==> src/rtl/bcd_seq_convert_pkg.sv <==
// Shared types and constants for the sequential binary-to-BCD converter.
package bcd_seq_convert_pkg;

  typedef enum logic [1:0] {
    IDLE  = 2'd0,
    SHIFT = 2'd1,
    DONE  = 2'd2
  } state_t;

  localparam int unsigned BCD_DIGIT_W    = 4;
  localparam int unsigned ADD3_THRESHOLD = 5;
  localparam int unsigned ADD3_VALUE     = 3;

  // Step counter must hold values 0..bin_w.
  function automatic int unsigned cnt_width(input int unsigned bin_w);
    return $clog2(bin_w + 1);
  endfunction

  function automatic longint unsigned pow10(input int unsigned n);
    longint unsigned r;
    r = 64'd1;
    for (int unsigned i = 0; i < n; i++) r = r * 64'd10;
    return r;
  endfunction

endpackage

==> src/rtl/bcd_dabble_step.sv <==
// One double-dabble iteration: add 3 to every BCD nibble >= 5, then shift left by one.
module bcd_dabble_step
  import bcd_seq_convert_pkg::*;
#(
  parameter int unsigned DIGITS = 3,
  parameter int unsigned BIN_W  = 8
) (
  input  logic [BCD_DIGIT_W*DIGITS+BIN_W-1:0] sr_in,
  output logic [BCD_DIGIT_W*DIGITS+BIN_W-1:0] sr_out
);

  localparam int unsigned SR_W = BCD_DIGIT_W * DIGITS + BIN_W;

  logic [SR_W-1:0]        corr;
  logic [BCD_DIGIT_W-1:0] nib;

  always_comb begin
    corr = sr_in;
    nib  = '0;
    for (int unsigned d = 0; d < DIGITS; d++) begin
      nib = sr_in[BIN_W + d*BCD_DIGIT_W +: BCD_DIGIT_W];
      if (nib >= BCD_DIGIT_W'(ADD3_THRESHOLD))
        corr[BIN_W + d*BCD_DIGIT_W +: BCD_DIGIT_W] = nib + BCD_DIGIT_W'(ADD3_VALUE);
    end
    sr_out = corr << 1;
  end

endmodule

==> src/rtl/bcd_seq_convert.sv <==
// Sequential binary-to-BCD converter: accepts a value, runs BIN_W dabble steps, hands off packed digits.
module bcd_seq_convert
  import bcd_seq_convert_pkg::*;
#(
  parameter int unsigned BIN_W  = 8,
  parameter int unsigned DIGITS = 3
) (
  input  logic                          i_clk,
  input  logic                          i_rst,
  input  logic                          i_valid,
  output logic                          o_ready,
  input  logic [BIN_W-1:0]              i_bin,
  output logic                          o_valid,
  input  logic                          i_ready,
  output logic [BCD_DIGIT_W*DIGITS-1:0] o_bcd
);

  localparam int unsigned BCD_W = BCD_DIGIT_W * DIGITS;
  localparam int unsigned SR_W  = BCD_W + BIN_W;
  localparam int unsigned CNT_W = cnt_width(BIN_W);

  if (pow10(DIGITS) <= ((64'd1 << BIN_W) - 64'd1)) begin : g_digits_too_few
    $error("bcd_seq_convert: DIGITS too small for BIN_W");
  end

  state_t           state_q, state_d;
  logic [CNT_W-1:0] cnt_q, cnt_d;
  logic [SR_W-1:0]  sr_q, sr_d, step_out;
  logic             valid_d;
  logic [BCD_W-1:0] bcd_d;

  bcd_dabble_step #(
    .DIGITS (DIGITS),
    .BIN_W  (BIN_W)
  ) u_step (
    .sr_in  (sr_q),
    .sr_out (step_out)
  );

  assign o_ready = (state_q == IDLE) && !i_rst;

  // Next-state and datapath decode
  always_comb begin
    state_d = state_q;
    cnt_d   = cnt_q;
    sr_d    = sr_q;
    valid_d = o_valid;
    bcd_d   = o_bcd;
    case (state_q)
      IDLE: begin
        if (i_valid && o_ready) begin
          sr_d    = SR_W'(i_bin);
          cnt_d   = '0;
          state_d = SHIFT;
        end
      end
      SHIFT: begin
        sr_d  = step_out;
        cnt_d = cnt_q + CNT_W'(1);
        if (cnt_q == CNT_W'(BIN_W - 1)) begin
          bcd_d   = step_out[SR_W-1 -: BCD_W];
          valid_d = 1'b1;
          state_d = DONE;
        end
      end
      DONE: begin
        if (i_ready) begin
          valid_d = 1'b0;
          state_d = IDLE;
        end
      end
      default: begin
        valid_d = 1'b0;
        state_d = IDLE;
      end
    endcase
  end

  always_ff @(posedge i_clk) begin
    if (i_rst) begin
      state_q <= IDLE;
      cnt_q   <= '0;
      sr_q    <= '0;
      o_valid <= 1'b0;
      o_bcd   <= '0;
    end else begin
      state_q <= state_d;
      cnt_q   <= cnt_d;
      sr_q    <= sr_d;
      o_valid <= valid_d;
      o_bcd   <= bcd_d;
    end
  end

endmodule

==> config.mk <==
export PLATFORM = sky130hd
export DESIGN_NAME = bcd_seq_convert
export DESIGN_NICKNAME = d
export VERILOG_FILES = /design/src/rtl/bcd_seq_convert_pkg.sv /design/src/rtl/bcd_dabble_step.sv /design/src/rtl/bcd_seq_convert.sv
export SDC_FILE = /design/constraint.sdc
export NUM_CORES = 1
export LEC_CHECK = 0
export ABC_AREA = 1
export CAP_MARGIN = 10
export CORE_MARGIN = 2
export CORE_UTILIZATION = 45
export CTS_CLUSTER_DIAMETER = 30
export DETAILED_ROUTE_END_ITERATION = 8
export PLACE_DENSITY = 0.64
export SYNTH_ARGS = -nofsm -noshare
export SYNTH_HDL_FRONTEND = slang
export SYNTH_SLANG_ARGS = --single-unit
==> constraint.sdc <==
create_clock -name i_clk -period 1.8 [get_ports i_clk]
set_clock_uncertainty 0.15 [all_clocks]
set_input_delay 0.45 -clock i_clk [delete_from_list [all_inputs] [get_ports i_clk]]
set_output_delay 0.45 -clock i_clk [all_outputs]
set_load 0.1 [all_outputs]
==> results.md <==
- Run status: finished clean
- Combinational group share of total power: 10.6%
- Post-Place Cell Area: 2354 µm²
- First-pass GRT wire length: 6.810 mm
- Row count: 23
- Final standard cell count with taps included and fillers excluded: 362
- Area grow syn2layout: 26.81%
- Crit-path cells: nor2_2, inv_1, nor2_4, buf_12
- Routed Antenna Nets: 0
- Worst IR Drop VDD: 0.4853 mV
- Floorplan Core Area: 4058 µm²
- Final global-route overflow total: 0
- Total clock buffers created by CTS: 5
- Distinct cell type count of the synthesized netlist: 22
- Hold Path Class: reg -> reg
- Share of the yosys chip area belonging to registers: 40.41%
- Clock tree root driver cell: clkbuf_8
- Total number of vias: 1748
- Normalized max-slew margin: 78.69%
- Worst Reg2Reg Path Length in Cells: 10
- X dimension of the die: 69.52 µm
- Starting DRT DRC Count: 85
- DRC: 0
- Ratio of routed vias to standard cells: 4.829
- FILL cells: 394
- Maxcap violations: 0
- Top achievable clock speed: 0.5769 GHz
- WP data arrival: 1.13 ns
- Total Neg Setup Slack: 0 ns
- Required time at the endpoint of the critical path: 1.20 ns
- Detailed placement HPWL: 2.685 mm
- RePlAce Congestion: 0.8455
- Total power divided by cell area: 664.5 nW/µm²
- GRT Resource Usage Total: 17.38%
- Main synth FF type: dfxtp_1
- Mapped Area: 1932 µm²
- CP max FO: 3
- TritonCTS clock tree: yes
- Async set-or-reset flop fraction in the synthesized netlist: 0%
- Area of the die: 4833 µm²
- Most frequent cells in the layout: 96 x nand2_1, 39 x dfxtp_1, 32 x nor2_1
- Average cell area after synthesis: 6.826 µm²
- Pin count of the biggest net entering global routing: 31
- Leakage dissipation: 1.053 nW
- Cell type of the slowest stage on the worst timing path: dfxtp_1
- Worst hold path cell count: 2
- Antenna violations before repair: 0
- Number of global-route vias before repair: 1662
- H-tree depth: 2
- Net count after synthesis: 302
- Fraction of layout instances using a drive strength above 1: 12.50%
- Gate count after technology mapping: 283
- Proportion of power drawn by the clock network: 34.3%
- Final Cycle Share: 96.30%
- Routed wire per std cell: 10.62 µm
- Clock latency of the later-clocked register in the worst-skew pair: 0.30 ns
- Clock tree buffer depth: 2
- RSZ-0062 raised after global routing: no
- Die height: 69.52 µm
- Clock-pin transition on the worst setup and hold timing paths: 0.07 ns
- Number of hold violations in the final report: 0
- Critical Path End Type: output pin
- Effective utilization at floorplan: 47.61%
- Power dissipated by switching net loads: 0.4051 mW
- Post-cts hold buffer count: 0
- First-pass DRT Iterations: 4
- Flip-flop and latch count after synthesis: 39
- Number of clock sinks seen by CTS: 39
- Post-layout power: 1.628 mW
- Switch share: 24.89%
- Layout Utilization: 60.38%
- Leading cell type in the layout, fill and taps excluded: nand2_1
- CP Class: reg -> out
- Crit path largest cell delay: 0.34 ns
- Setup Viol. Count Final: 0
- Type of element launching the critical path: flip-flop
- Actual slew at the worst max-slew pin: 0.3196 ns
- Setup ws final: 0.06655 ns
- WHS: 0.3154 ns
- Int Power: 1.223 mW
- Fin. max-slew vios: 0
- Number of enable-type register cells in the synthesized netlist: 0
- Buffers on Ports: 25
- I/O Pins: 26
- Total Routed Length: 3.843 mm
- Post-placement cell count: 353
- Sequential Power Share: 55.2%
- Number of diodes: 0
- Placement Setup Slack: -0.1855 ns
- Final Instance Area: 2450 µm²
- Clock period minus worst slack: 1.733 ns
- Number of nets at the end of the flow: 330
- Number of warnings issued by yosys: 0
==> per-layer routing <==
layer	up-vias	global-route usage, %	routed length (µm)
li1	948	-	-
met1	772	21.70	1920
met2	18	27.24	1696
met3	10	3.779	98
met4	0	10.68	127
met5	-	0	0
==> worst paths after layout <==
| check | startpoint | to | slack (ns) |
|---|---|---|---|
| worst max-delay path | state_q[0] | o_ready | 0.07 |
| worst max register to register | sr_q[12] | o_bcd[6] | 0.27 |
| worst min-delay path | sr_q[17] | sr_q[17] | 0.32 |
| worst min register to register | sr_q[17] | sr_q[17] | 0.32 |
==> state kept, by name, indices dropped and copies added, names as in the netlist <==
| signal | count |
|---|---|
| state_q | 2 |
| o_valid | 1 |
| sr_q | 20 |
| cnt_q | 4 |
| o_bcd | 12 |
==> worst max-delay path, delay by kind of cell (launching register included) <==
family,cells,cell delay [ns]
DFF,1,0.34
buffers and inverters,2,0.27
and+or+nand+nor,2,0.23
==> logic make-up after synthesis <==
family	synth area share (%)
AND/OR/NAND/NOR	32.97
flip-flops	40.41
multiplexers	1.036
AO/OA/AOI/OAI	10.88
adder cells (fa/ha/maj)	4.533
buffers and inverters	10.17
==> repair_timing <==
| action | in CTS | in global routing |
|---|---|---|
| gates cloned | 0 | 0 |
| endpoints found under the setup margin | 1 | 3 |
| pin swaps | 0 | 1 |
| resized for setup | 2 | 2 |
| buffers inserted | 0 | 1 |
==> cell usage after synthesis, types with 2 or more instances <==
cell,number,area (µm²)
nand2_1,96,360.4
dfxtp_1,39,780.8
nor2_1,35,131.4
a21oi_1,24,120.1
inv_1,24,90.09
nand3_1,16,80.08
o21ai_0,12,60.06
ha_1,7,87.58
nand4_1,6,37.54
buf_6,4,45.04
buf_4,3,22.52
clkbuf_1,3,11.26
inv_4,3,18.77
a21oi_2,2,17.52
mux2i_1,2,20.02
==> area by class of cell <==
cell class,count,area [µm²],share of cell area (%)
Multi-Input combinational cell,205,967.2,39.48
Clock buffer,7,76.32,3.115
Sequential cell,39,780.7,31.87
Timing Repair Buffer,32,445.4,18.18
Clock inverter,1,5.005,0.2043
Inverter,28,112.6,4.597
Tap cell,50,62.56,2.554
==> power by group through the flow <==
stage	Sequential (mW)	Combinational (mW)	Clock [mW]
after floorplan	0.914	0.127	0
after global routing	0.900	0.193	0.600
after global placement	0.917	0.171	0
final	0.898	0.172	0.558
after detailed placement	0.917	0.172	0
after CTS	0.898	0.172	0.584
Note: power is estimated with default switching activity, not from simulation.
